--- src/rtl/rf_scrubber_pkg.sv ---
// Shared types and helpers for the register-file background scrubber.
package rf_scrubber_pkg;

    // Default number of cycles between scrub slots
    localparam int SCRUB_PERIOD_DEF = 1024;

    // Register-file address (x0..x31)
    typedef logic [4:0] rf_add;

    // Scrubber FSM states
    typedef enum logic [1:0] {
        SCR_IDLE,
        SCR_REQ,
        SCR_SAMPLE,
        SCR_WAIT
    } scrub_fsm;

    // Walk range: x0 is hard-wired and never scrubbed
    localparam rf_add PTR_FIRST = 5'd1;
    localparam rf_add PTR_LAST  = 5'd31;

    // Next register to scrub, wrapping x31 back to x1
    function automatic rf_add ptr_advance(input rf_add p);
        return (p == PTR_LAST) ? PTR_FIRST : rf_add'(p + 5'd1);
    endfunction

endpackage

--- src/rtl/rf_scrubber.sv ---
// Background register-file scrubber. Borrows the free RF read port 2 once per
// scrub slot, compares both replicas of one register, counts mismatches and
// waits for the correction module to go idle before moving to the next register.
module rf_scrubber
    import rf_scrubber_pkg::*;
#(
    parameter int PERIOD = SCRUB_PERIOD_DEF,
    parameter int CNT_W  = 8
) (
    input  logic             s_clk_i,
    input  logic             s_resetn_i,
    input  logic             s_en_i,
    input  logic             s_clr_i,
    input  logic             s_port_free_i,
    input  logic [31:0]      s_rd_val_i [2],
    input  logic             s_wb_we_i,
    input  rf_add            s_wb_add_i,
    input  logic             s_acm_busy_i,
    output logic             s_rd_req_o,
    output rf_add            s_rd_add_o,
    output logic [CNT_W-1:0] s_err_cnt_o,
    output logic             s_pass_o
);

    localparam int              TMR_W    = $clog2(PERIOD);
    localparam logic [TMR_W-1:0] TMR_LAST = TMR_W'(PERIOD - 1);

    scrub_fsm         state_reg, state_next;
    logic [TMR_W-1:0] timer_reg, timer_next, timer_inc;
    rf_add            ptr_reg, ptr_next;
    logic [CNT_W-1:0] cnt_reg, cnt_next;
    logic             wait_reg, wait_next;
    logic             pass_reg, pass_next;
    logic             advance;
    logic             cnt_inc;

    assign timer_inc = timer_reg + 1'b1;

    // FSM state register
    always_ff @(posedge s_clk_i or negedge s_resetn_i) begin
        if (!s_resetn_i) begin
            state_reg <= SCR_IDLE;
        end else begin
            state_reg <= state_next;
        end
    end

    // Slot timer, scrub pointer, wait flag, mismatch counter and pass pulse
    always_ff @(posedge s_clk_i or negedge s_resetn_i) begin
        if (!s_resetn_i) begin
            timer_reg <= '0;
            ptr_reg   <= PTR_FIRST;
            cnt_reg   <= '0;
            wait_reg  <= 1'b0;
            pass_reg  <= 1'b0;
        end else begin
            timer_reg <= timer_next;
            ptr_reg   <= ptr_next;
            cnt_reg   <= cnt_next;
            wait_reg  <= wait_next;
            pass_reg  <= pass_next;
        end
    end

    // Next-state and datapath update; disable overrides everything but clear
    always_comb begin
        state_next = state_reg;
        timer_next = timer_reg;
        ptr_next   = ptr_reg;
        cnt_next   = cnt_reg;
        wait_next  = 1'b0;
        pass_next  = 1'b0;
        advance    = 1'b0;
        cnt_inc    = 1'b0;

        case (state_reg)
            SCR_IDLE: begin
                // Slot fires when the incremented count reaches PERIOD-1
                if (timer_inc == TMR_LAST) begin
                    timer_next = '0;
                    state_next = SCR_REQ;
                end else begin
                    timer_next = timer_inc;
                end
            end
            SCR_REQ: begin
                if (s_port_free_i) begin
                    state_next = SCR_SAMPLE;
                end
            end
            SCR_SAMPLE: begin
                // A same-cycle writeback makes the read stale: retry the same register
                if (s_wb_we_i && (s_wb_add_i == ptr_reg)) begin
                    state_next = SCR_REQ;
                end else if (s_rd_val_i[0] != s_rd_val_i[1]) begin
                    cnt_inc    = 1'b1;
                    state_next = SCR_WAIT;
                end else begin
                    advance    = 1'b1;
                    state_next = SCR_IDLE;
                end
            end
            SCR_WAIT: begin
                // First cycle only arms the flag so the correction module gets time to react
                wait_next = 1'b1;
                if (wait_reg && !s_acm_busy_i) begin
                    advance    = 1'b1;
                    state_next = SCR_IDLE;
                end
            end
            default: begin
                state_next = SCR_IDLE;
            end
        endcase

        if (advance) begin
            ptr_next  = ptr_advance(ptr_reg);
            pass_next = (ptr_reg == PTR_LAST);
        end

        if (!s_en_i) begin
            state_next = SCR_IDLE;
            timer_next = '0;
            ptr_next   = ptr_reg;
            wait_next  = 1'b0;
            pass_next  = 1'b0;
            cnt_inc    = 1'b0;
        end

        if (s_clr_i) begin
            cnt_next = '0;
        end else if (cnt_inc && (cnt_reg != {CNT_W{1'b1}})) begin
            cnt_next = cnt_reg + 1'b1;
        end
    end

    // Outputs: port request only while asking, address always tracks the pointer
    always_comb begin
        s_rd_req_o  = (state_reg == SCR_REQ);
        s_rd_add_o  = ptr_reg;
        s_err_cnt_o = cnt_reg;
        s_pass_o    = pass_reg;
    end

endmodule

--- config.mk ---
export PLATFORM = sky130hd
export DESIGN_NAME = rf_scrubber
export DESIGN_NICKNAME = d
export VERILOG_FILES = /design/src/rtl/rf_scrubber_pkg.sv /design/src/rtl/rf_scrubber.sv
export SDC_FILE = /design/constraint.sdc
export NUM_CORES = 1
export LEC_CHECK = 0
export BUFFER_PORTS_ARGS = -buffer_cell sky130_fd_sc_hd__buf_4
export CAP_MARGIN = 20
export CORE_ASPECT_RATIO = 1.25
export CORE_MARGIN = 3
export CORE_UTILIZATION = 45
export CTS_CLUSTER_DIAMETER = 100
export CTS_CLUSTER_SIZE = 25
export DETAILED_ROUTE_END_ITERATION = 7
export GPL_ROUTABILITY_DRIVEN = 0
export PLACE_DENSITY = 0.88
export SLEW_MARGIN = 20
export SYNTH_ARGS = -nofsm -noshare
export SYNTH_HDL_FRONTEND = slang
export SYNTH_SLANG_ARGS = --single-unit
--- constraint.sdc ---
create_clock -name s_clk_i -period 3.94 [get_ports s_clk_i]
set_input_delay 0.591 -clock s_clk_i [delete_from_list [all_inputs] [get_ports s_clk_i]]
set_output_delay 0.591 -clock s_clk_i [all_outputs]
set_load 0.01 [all_outputs]
# Word level (Yosys, flattened, before mapping)
# Index checks and enable logic that the tools add are counted.
[op_classes]
n_shift = 0
mul = 0
bitwise_logic = 0
n_lt_le_gt_ge = 0
addsub = 3
n_mux = 25
n_eq_ne = 12
n_reduce_logical = 8
div = 0
[ops]
columns = ["operator", "count"]
rows = [
  ["32-bit != test", 1],
  ["10-bit 2-to-1 mux", 3],
  ["8-bit 2-to-1 mux", 2],
  ["2-bit 2-to-1 mux", 6],
  ["1-bit 2-to-1 mux", 11],
  ["10-bit by 1-bit adder with 10-bit output (second input constant)", 1],
  ["10-bit == test (second input constant)", 1],
  ["3-bit != test (second input constant)", 3],
  ["8-bit by 1-bit adder with 8-bit output (second input constant)", 1],
  ["8-bit != test (second input constant)", 1],
  ["2-bit one-hot mux with 4 select lines", 1],
  ["5-bit by 1-bit adder with 5-bit output (second input constant)", 1],
  ["5-bit == test", 1],
  ["5-bit == test (second input constant)", 1],
  ["5-bit 2-to-1 mux", 1],
  ["2-bit == test (second input constant)", 2],
  ["1-bit logical AND", 3],
  ["3-bit AND reduction", 1],
  ["2-bit by 1-bit == test with 1-bit output (second input constant)", 1],
  ["2-bit zero test", 1],
  ["2-bit by 1-bit != test with 1-bit output (second input constant)", 1],
  ["1-bit one-hot mux with 2 select lines", 1],
  ["2-bit AND reduction", 1],
  ["2-bit nonzero test", 1],
  ["1-bit zero test", 1],
]
[word_totals]
out_inout_bits = 15
register_bits = 27
inputBits = 76
mem_bits_ro = 0
n_memories = 0
mem_bits_rw = 0
latch_bits = 0

# Longest topological paths before layout
# Gate-level depths: netlist (run 1).
[logic_depth]
ltp_word = 8
ltp_mapped = 8

# Least setup slack after synthesis (run 1)
# OpenSTA, ideal clock, no wires.
[synth_timing]
path_type = "input -> register"
startpoint = "input port s_rd_val_i[15] (netlist bit)"
endpoint = "register ptr_reg[1], in the netlist s_rd_add_o[1]"
stages = 6
t_arrival_ps = 2163
setup_time_ps = 125
setup_slack_ps = 1652
path_buffers = 0
path_cell_list = "xor2_1 nor4_2 nand2_1 or4_4 o21ai_4 mux2_4"
[synth_via]
elab_chain_len = 5
[synth_lines]
columns = ["item", "line", "text"]
rows = [
  ["start: declaration", "rf_scrubber.sv:15", "input logic [31:0] s_rd_val_i [2],"],
  ["32-bit != test", "rf_scrubber.sv:95", "end else if (s_rd_val_i[0] != s_rd_val_i[1]) begin"],
  ["1-bit 2-to-1 mux", "rf_scrubber.sv:95", ""],
  ["1-bit 2-to-1 mux", "rf_scrubber.sv:93", "if (s_wb_we_i && (s_wb_add_i == ptr_reg)) begin"],
  ["1-bit one-hot mux with 2 select lines", "rf_scrubber.sv:76", "case (state_reg)"],
  ["2-bit AND reduction (no line)", "-", ""],
  ["end signal: assignment", "rf_scrubber.sv:58", "ptr_reg <= ptr_next;"],
  ["end: declaration", "rf_scrubber.sv:30", "rf_add ptr_reg, ptr_next;"],
]
# No other way between the ends.
# A chain may end at the register's enable or synchronous reset.

# Final worst setup path (run 1)
[layout_timing]
startpoint = "input port s_rd_val_i[31] (netlist bit)"
endpoint = "register ptr_reg[1], in the netlist s_rd_add_o[1]"
# The elaborated chain is that of the path after synthesis.

==> flow_summary_export.csv, run 1 <==
group,metric,value,unit
outcome,status,"finished clean",
yosys,synth_fa_ha_area_frac,0.0304,
floorplan,dieArea,5430,um^2
power_and_ir_drop,vdd_drop_max,148,uV
drt,drc_errors,0,
timing,skew,2.95,ps
drt,route.antenna.remaining_nets,0,
critical_path,path_class,"in2reg",
cells_and_area,layout.nets,398,
cells_and_area,final_cell_area,2830,um^2
yosys,synth_top_area_share,0.316,
cts,cts_buffers,3,
drt,routed_wl,5.14,mm
critical_path,crit_required,4110,ps
yosys,yosys.area.top_type,"dfrtp_1",
timing,fin_crit,2250,ps
place,dp_cells,368,
cts,cts_buffer_depth,2,
timing,whs,221,ps
timing,fin_tns_setup,0,ps
yosys,synthArstFlopShare,1.00,
global_route,grt_pass1_wl,8.67,mm
place,hpwlAfterDp,4.24,mm
yosys,synth-xor-area-share,0.166,
cts,cts_tree,"done",
critical_path,crit_path_cell_trace,"buf_4 -> xor2_1 -> nor4_1 -> nand4_1 -> or4_4 -> o21ai_4 -> mux2_4",
cells_and_area,multi_input_area,1330,um^2
cells_and_area,largest_reg_flops,10,
timing,drv_slew,0,
timing,final-setup-viol-count,0,
yosys,synth_edf_count,0,
yosys,syn-num-nets,309,
yosys,syn_inst,228,
yosys,synthSimpleGateAreaFrac,0.275,
worst_hold_path,hp-class,"in2async",
critical_path,end_kind,"register",
place,placed_area,2780,um^2
cells_and_area,syn2layout_area_growth,37.2,%
timing,max_freq,445,MHz
timing,slew_headroom,0.495,
floorplan,num_io_pins,91,
floorplan,core_area,4260,um^2
yosys,syn_area_per_cell,9.03,um^2
global_route,antenna_found_initial,0,
timing,worstMarginPinSlew,752,ps
timing,rsz0062_at_grt,"false",
cts,cts_setup_buffers,0,
yosys,netlist_area,2060,um^2
yosys,yosys-top-cells-area,"dfrtp_1 32%, xor2_1 12%, xnor2_1 4.3%",
floorplan,die-width,66.5,um
cts,numClockSinks,27,
cells_and_area,drive_gt1_frac,0.335,
drt,vias,2004,
global_route,grt_overflow,0,
critical_path,r2r_setup_slack,1710,ps
cts,clk_pin_slew_worst_paths,90,ps
critical_path,worstSetupStartpointType,"input port",
yosys,synth.mux.area_fraction,0.0577,
drt,drtIter0Drc,92,
cells_and_area,seqCellArea,677,um^2
yosys,synth_compound_area_frac,0.115,
drt,firstDrtPassIters,4,
global_route,grt_usage,0.202,
floorplan,rows,26,
yosys,synth_top_family_by_area,"simple AND/OR/NAND/NOR gates",
power_and_ir_drop,powerDensity,255,nW/um^2
drt,wl_per_cell,13.8,um
power_and_ir_drop,p_total,720,uW
critical_path,crit_arrival,2410,ps
yosys,ys_types,44,
drt,viasPerCell,5.39,
cts,cts_resized,0,
yosys,synth_top_flop_cell,"dfrtp_1",
power_and_ir_drop,leakage,1.35,nW
critical_path,worstPathMaxFanout,5,
yosys,yosysWarnings,0,
timing,post-route-period-util,0.570,
cells_and_area,num_antenna_cells,0,
global_route,grt_max_degree,28,
timing,hold_viol_final,0,
floorplan,initial_utilization,0.483,
yosys,yosysSeqAreaShare,0.329,
cts,cts_hold_buf,0,
floorplan,fp.dieH,81.6,um
cts,worstSkewPairLatency,270,ps
cts,clock-root-buffer,"clkbuf_8",
place,portBuffers,90,
flow_run,maxCapViolations,0,
global_route,grt_pass1_vias,1960,
critical_path,worst_path_max_delay_cell,"or4_4",
cts,htree_levels,1,
cells_and_area,nFillCells,349,
yosys,synth_seq_cells,27,
critical_path,max_stage_delay,470,ps
cells_and_area,stdcell_count,372,
where the power goes:
part | internal, mW | switching (mW)
clock network | 0.0708 | 0.0872
registers | 0.301 | 0.0368
logic | 0.118 | 0.106
total | 0.489 | 0.230
synthesized netlist by cell type (4+ instances only):
| cell | n |
|---|---|
| xor2_1 | 29 |
| ha_1 | 5 |
| nor2b_1 | 13 |
| inv_1 | 6 |
| nor2_1 | 16 |
| xnor2_1 | 10 |
| nand2_1 | 15 |
| nor3_1 | 5 |
| and3_1 | 6 |
| and2_1 | 4 |
| nand4_1 | 4 |
| o21ai_1 | 5 |
| mux2_1 | 7 |
| a31oi_1 | 4 |
| a21oi_1 | 6 |
| dfrtp_1 | 26 |
| nor4_1 | 11 |
| nand3_1 | 15 |
placed cells by master (no fill, tap or decap), types with 3 or more instances in the layout:
master     n
buf_4     91
xor2_1    29
dfrtp_1   26
nor2_1    16
nand2_1   15
nand3_1   15
nor2b_1   13
nor4_1    11
xnor2_1   10
mux2_1     7
inv_1      6
and3_1     6
a21oi_1    6
nor3_1     5
o21ai_1    5
ha_1       5
nand4_1    4
and2_1     4
a31oi_1    4
nor4_2     3
nand2b_1   3
a22o_1     3
o22ai_1    3
clkbuf_8   3
per-layer routing:
| layer | track usage | share of wire | vias to the layer above |
|---|---|---|---|
| li1 | - | - | 997 |
| met1 | 0.235 | 0.37 | 923 |
| met2 | 0.368 | 0.55 | 78 |
| met3 | 0.0451 | 0.073 | 6 |
| met4 | 0.0549 | 0.0099 | 0 |
| met5 | 0 | 0 | - |
area by class of cell:
cell class | count | share of cell area
multi-input cells | 188 | 0.469
clock inverters | 1 | 0.00177
inverters | 6 | 0.00797
repair buffers | 91 | 0.242
flip-flops and latches | 27 | 0.240
clock buffers | 3 | 0.0146
well taps | 56 | 0.0248
path summary, 6_finish.rpt:
kind / cells after the start / startpoint / end
hold reg to reg: 1 / timer_reg[7] / timer_reg[7]
min in group s_clk_i: 1 / timer_reg[7] / timer_reg[7]
hold / removal: 1 / s_resetn_i / timer_reg[4]
max in group asynchronous: 1 / s_resetn_i / s_rd_add_o[0]
setup / recovery: 7 / s_rd_val_i[31] / s_rd_add_o[1]
setup reg to reg: 7 / timer_reg[1] / timer_reg[9]
kinds of logic after synthesis:
logic type | after synthesis
fa+ha+maj | 5
xor+xnor | 39
mux | 10
compound gates | 34
flops | 27
buf+inv | 13
simple gates | 100
critical path: cells and delay by family:
kind            cells  cell delay, ps
compound gates      1             240
mux                 1             320
xor+xnor            1             150
buf+inv             1             110
simple gates        3            1010
stage by stage:
step | utilization | setup WS (ps)
after floorplan | - | 1650
after global placement | 0.652 | 1430
after detailed placement | 0.652 | 1380
after CTS | 0.663 | 1680
after global routing | 0.663 | 1530
final | 0.663 | 1690
(Power assumes the default switching activity.)
==> inputs of run 2 (changes only) <==
--- a/config.mk
+++ b/config.mk
@@ -9,7 +9,7 @@
 export CAP_MARGIN = 20
 export CORE_ASPECT_RATIO = 1.25
 export CORE_MARGIN = 3
-export CORE_UTILIZATION = 45
+export CORE_UTILIZATION = 43
 export CTS_CLUSTER_DIAMETER = 100
 export CTS_CLUSTER_SIZE = 25
 export DETAILED_ROUTE_END_ITERATION = 7
==> constraint.sdc (replaced) <==
create_clock -name s_clk_i -period 1.9 [get_ports s_clk_i]
set_input_delay 0.285 -clock s_clk_i [delete_from_list [all_inputs] [get_ports s_clk_i]]
set_output_delay 0.285 -clock s_clk_i [all_outputs]
set_load 0.01 [all_outputs]
==> run 2 against run 1 <==
- the run now ends with setup timing left
- cell area is 22% higher
- register-to-register slack got worse by 1800 ps
- combinational power grew to 3.4 times the previous value
- die area up 4.3%
- flip-flop and latch count is the same
==> flow_summary_export.csv, run 2 (synthesis results as in run 1) <==
group,metric,value,unit
outcome,status,"finished, violations left",
outcome,violations,"setup timing",
cts,cts_buffer_depth,2,
worst_hold_path,hp-class,"in2reg",
timing,max_freq,494,MHz
cells_and_area,multi_input_area,1580,um^2
cells_and_area,layout.nets,441,
place,hpwlAfterDp,4.65,mm
global_route,grt_overflow,0,
drt,wl_per_cell,16.7,um
floorplan,initial_utilization,0.455,
cts,cts_buffers,3,
cts,cts_tree,"done",
timing,fin_crit,2020,ps
critical_path,crit_path_start,"s_rd_val_i[2]",
power_and_ir_drop,leakage,1.59,nW
timing,final-setup-viol-count,20,
cells_and_area,final_common_cell,"buf_4",
critical_path,cp_num_buf_inv,4,
drt,vias,2323,
worst_hold_path,worstHoldStart,"s_port_free_i",
floorplan,rows,27,
cells_and_area,drive_gt1_frac,0.510,
cells_and_area,layout_common_cells,"125 x buf_4, 27 x xor2_1, 26 x dfrtp_1",
critical_path,worst_path_max_delay_cell,"nor4_1",
place,placed_area,3010,um^2
cells_and_area,largest_reg_flops,10,
global_route,grt_pass1_vias,2348,
drt,drtIter0Drc,126,
critical_path,max_stage_delay,420,ps
floorplan,num_io_pins,91,
critical_path,crit_arrival,2200,ps
timing,drv_slew,0,
cells_and_area,syn2layout_area_growth,67.1,%
critical_path,cp_top_family,"simple AND/OR/NAND/NOR gates",
timing,post-route-period-util,1.07,
timing,slew_headroom,0.729,
timing,skew,7.03,ps
cts,clk_pin_slew_worst_paths,100,ps
cts,htree_levels,1,
critical_path,r2r-start,"timer_reg[1]",
drt,route.antenna.remaining_nets,0,
drt,viasPerCell,5.57,
floorplan,fp.dieH,83.4,um
critical_path,crit_path_cell_trace,"buf_4 -> xor2_1 -> nor4_1 -> nand4_1 -> buf_4 -> nor4_4 -> buf_6 -> buf_12 -> a31oi_2 -> a41o_1",
critical_path,worstSetupStartpointType,"input port",
timing,fin_tns_setup,-1080,ps
power_and_ir_drop,vdd_drop_max,286,uV
cells_and_area,final_cell_area,3440,um^2
place,portBuffers,90,
global_route,grt_max_degree,28,
floorplan,core_area,4530,um^2
cells_and_area,nFillCells,280,
critical_path,end_kind,"register",
cells_and_area,num_antenna_cells,0,
cts,numClockSinks,27,
global_route,grt_usage,0.224,
timing,hold_viol_final,0,
critical_path,crit_required,2070,ps
floorplan,dieArea,5660,um^2
critical_path,worstPathMaxFanout,8,
timing,fin_ws,-124,ps
cts,clock-root-buffer,"clkbuf_8",
cts,worstSkewPairLatency,280,ps
timing,rsz0062_at_grt,"true",
drt,firstDrtPassIters,4,
global_route,antenna_found_initial,0,
timing,worstMarginPinSlew,403,ps
critical_path,path_class,"in2reg",
flow_run,maxCapViolations,0,
cells_and_area,seqCellArea,677,um^2
critical_path,crit_path_frequent_cell,"buf_4",
drt,routed_wl,6.98,mm
power_and_ir_drop,powerDensity,518,nW/um^2
floorplan,die-width,67.9,um
place,place_ws,-255,ps
global_route,grt_pass1_wl,10.0,mm
drt,drc_errors,0,
run 2: cell types whose count changed in the layout (fill, tap and decap cells not counted), moves of 3 or more:
cell | before | now
nor4_2 | 3 | 6
buf_6 | 0 | 7
nor4_4 | 0 | 5
nor4_1 | 11 | 3
mux2_4 | 2 | 8
buf_4 | 91 | 125
mux2_1 | 7 | 1
ha_1 | 5 | 2
o21ai_2 | 0 | 3
run 2: what timing repair did:
action | 4_1_cts | 5_1_grt
setup buffers | 8 | 4
gates resized for setup | 20 | 37
gates cloned | 0 | 1
pin swaps | 10 | 16
hold buffers | 1 | 0
endpoints found under the setup margin | 20 | 25
hold endpoints to repair | 26 | 0
run 2: tightest hold or removal path, stage by stage:
cell,delay [ps]
buf_4,90
nor2_1,40
o22ai_1,110
run 2: path summary, 6_finish.rpt:
path | end | slack, ps | cells after the start
worst max-delay path | s_rd_add_o[2] | -120 | 10
worst min-delay path | state_reg[1] | 280 | 3
worst max register to register | timer_reg[2] | -40 | 6
worst min register to register | timer_reg[9] | 550 | 1
max in group asynchronous | s_rd_add_o[0] | 1140 | 2
min in group asynchronous | s_rd_add_o[1] | 460 | 2
run 2: through the flow:
step / std cells / total power [mW] / util / hold WS (ps)
2_1_floorplan: 228 / 0.976 / - / -10.6
3_3_place_gp: 399 / 1.29 / 0.665 / 219
3_5_place_dp: 399 / 1.32 / 0.665 / 226
4_1_cts: 412 / 1.70 / 0.714 / 276
5_1_grt: 417 / 1.90 / 0.760 / 279
6_report: 417 / 1.78 / 0.760 / 282
run 2: layout make-up:
class | instances | share of cell area
Multi-Input combinational cell | 188 | 0.458
Timing Repair Buffer | 134 | 0.304
Inverter | 6 | 0.00654
Clock buffer | 4 | 0.0131
Sequential cell | 27 | 0.197
Tap cell | 58 | 0.0211
run 2: power breakdown:
group	internal [mW]	switching [mW]	total (mW)
Sequential	0.625	0.0487	0.673
Combinational	0.424	0.348	0.772
Clock	0.151	0.189	0.339
run 2: routing by layer:
metal | routed length, um | part of all wire | track usage
met3 | 454 | 0.065 | 0.0447
met1 | 2470 | 0.35 | 0.235
met5 | 0 | 0 | 0
met2 | 3910 | 0.56 | 0.430
met4 | 144 | 0.021 | 0.0579
==> inputs of run 3 (changes only) <==
--- a/config.mk
+++ b/config.mk
@@ -15,6 +15,7 @@
 export DETAILED_ROUTE_END_ITERATION = 7
 export GPL_ROUTABILITY_DRIVEN = 0
 export PLACE_DENSITY = 0.88
+export REMOVE_ABC_BUFFERS = 1
 export SLEW_MARGIN = 20
 export SYNTH_ARGS = -nofsm -noshare
 export SYNTH_HDL_FRONTEND = slang
==> run 3 against run 2 <==
- the flow still finishes with violations (setup timing)
- core utilization shrank 1.8 points
- sequential power rose by 2%
- clock power shrank 1%
- non-clock buffer count is 8 lower
- die area is the same
- setup slack better by 11 ps
- flip-flop and latch count is the same
- wire length fell by 12%
- combinational power shrank 7.6%
- register-to-register slack got worse by 70 ps
- cell area is 2.4% lower
- critical path type is now reg2reg
- highest routed layer unchanged
==> flow_summary_export.csv, run 3 (synthesis results as in run 1) <==
group,metric,value,unit
outcome,status,"finished, violations left",
outcome,violations,"setup timing",
global_route,grt_pass1_vias,2234,
critical_path,max_stage_delay,460,ps
global_route,grt_pass1_wl,9.14,mm
floorplan,fp.dieH,83.4,um
cells_and_area,final_core_util,0.742,
cts,clk_pin_slew_worst_paths,100,ps
critical_path,cp_top_family,"compound AO/OA/AOI/OAI gates",
cts,cts_tree,"done",
drt,drtIter0Drc,109,
timing,fin_ws,-114,ps
global_route,grt_max_degree,28,
timing,drv_slew,0,
cells_and_area,syn2layout_area_growth,63.1,%
timing,post-route-period-util,1.06,
global_route,antenna_found_initial,0,
floorplan,num_io_pins,91,
power_and_ir_drop,power_frac_seq,0.396,
cells_and_area,drive_gt1_frac,0.494,
cells_and_area,num_antenna_cells,0,
floorplan,core_area,4530,um^2
cells_and_area,layout_common_cells,"117 x buf_4, 29 x xor2_1, 24 x dfrtp_1",
place,hpwlAfterDp,4.44,mm
floorplan,rows,27,
power_and_ir_drop,p_sw,573,uW
flow_run,maxCapViolations,0,
power_and_ir_drop,switching_share,0.330,
timing,whs,315,ps
drt,drc_errors,0,
worst_hold_path,hp-class,"in2reg",
cells_and_area,final_common_cell,"buf_4",
cells_and_area,largest_reg_flops,10,
global_route,grt_usage,0.198,
critical_path,worst_path_max_delay_cell,"dfrtp_2",
drt,viasPerCell,5.35,
critical_path,worstPathMaxFanout,8,
timing,final-setup-viol-count,12,
floorplan,initial_utilization,0.455,
power_and_ir_drop,p_comb_frac,0.411,
timing,skew,3.44,ps
cts,numClockSinks,27,
place,place_ws,-295,ps
drt,firstDrtPassIters,4,
timing,slew_headroom,0.724,
cts,worstSkewPairLatency,280,ps
timing,max_freq,497,MHz
critical_path,path_class,"reg2reg",
drt,wl_per_cell,15.0,um
power_and_ir_drop,clockPowerShare,0.193,
critical_path,end_kind,"register",
power_and_ir_drop,powerDensity,516,nW/um^2
cts,htree_levels,1,
power_and_ir_drop,vdd_drop_max,283,uV
critical_path,worstSetupStartpointType,"register",
power_and_ir_drop,leakage,1.56,nW
cells_and_area,layout.nets,434,
timing,rsz0062_at_grt,"true",
critical_path,crit_path_cell_trace,"ha_4 -> xor2_1 -> nand3_1 -> o41ai_2 -> nand2_1 -> buf_6 -> a22o_1",
cts,cts_buffer_depth,2,
global_route,grt_overflow,0,
critical_path,crit_arrival,2180,ps
drt,vias,2194,
floorplan,dieArea,5660,um^2
drt,routed_wl,6.13,mm
timing,hold_viol_final,0,
critical_path,r2r_setup_slack,-110,ps
critical_path,crit_required,2070,ps
drt,route.antenna.remaining_nets,0,
power_and_ir_drop,intPower,1.16,mW
timing,fin_crit,2010,ps
place,portBuffers,90,
timing,worstMarginPinSlew,413,ps
critical_path,cp_num_buf_inv,1,
cts,clock-root-buffer,"clkbuf_8",
floorplan,die-width,67.9,um
cts,cts_buffers,3,
==> run 3: final timing paths <==
path,start,endpoint,cells after the start
hold / removal,s_port_free_i,state_reg[1],3
hold reg to reg,timer_reg[9],timer_reg[9],1
max in group asynchronous,s_resetn_i,s_rd_add_o[0],2
min in group asynchronous,s_resetn_i,timer_reg[5],2
setup reg to reg,timer_reg[1],timer_reg[8],7
setup / recovery,timer_reg[1],timer_reg[8],7
==> run 3: repair_timing <==
item	4_1_cts	5_1_grt
gates cloned	0	1
gates resized for setup	8	44
endpoints found under the hold margin	26	0
setup buffers	1	6
setup endpoints to repair	15	24
pin swaps	2	23
hold buffers	1	0
==> run 3: metrics by stage <==
step / instance area, um^2 / cells / setup TNS [ps] / total power, mW
6_report: 3360 / 410 / -717 / 1.73
5_1_grt: 3360 / 410 / -2150 / 1.84
4_1_cts: 3100 / 404 / -21.2 / 1.64
3_5_place_dp: 3000 / 398 / -3340 / 1.28
3_3_place_gp: 3000 / 398 / -2900 / 1.26
2_1_floorplan: 2030 / 221 / -1420 / 0.954
==> run 3: power groups by stage <==
stage	Sequential (mW)	Combinational, mW	Clock (mW)
2_1_floorplan	0.696	0.258	0
3_3_place_gp	0.676	0.584	0
3_5_place_dp	0.682	0.602	0
4_1_cts	0.673	0.628	0.339
5_1_grt	0.692	0.779	0.367
6_report	0.687	0.713	0.335
==> run 3: tightest hold or removal path, cell delays in order <==
cell	delay [ps]
buf_4	100
nor2_1	40
o22ai_1	120
==> run 3: layout make-up <==
| cell class | count | area, um^2 |
|---|---|---|
| clock buffers | 3 | 41.3 |
| inverters | 6 | 22.5 |
| repair buffers | 126 | 987 |
| flip-flops and latches | 27 | 679 |
| clock inverters | 1 | 5.00 |
| multi-input cells | 189 | 1550 |
| fillers | 338 | 1170 |
| well taps | 58 | 72.6 |
==> run 3: metal layers <==
metal  global-route usage  up-vias  part of all wire
li1                     -     1067                 -
met4               0.0434        0             0.017
met5                    0        -                 0
met3               0.0298       11             0.061
met2                0.369       87              0.55
met1                0.227     1029              0.37
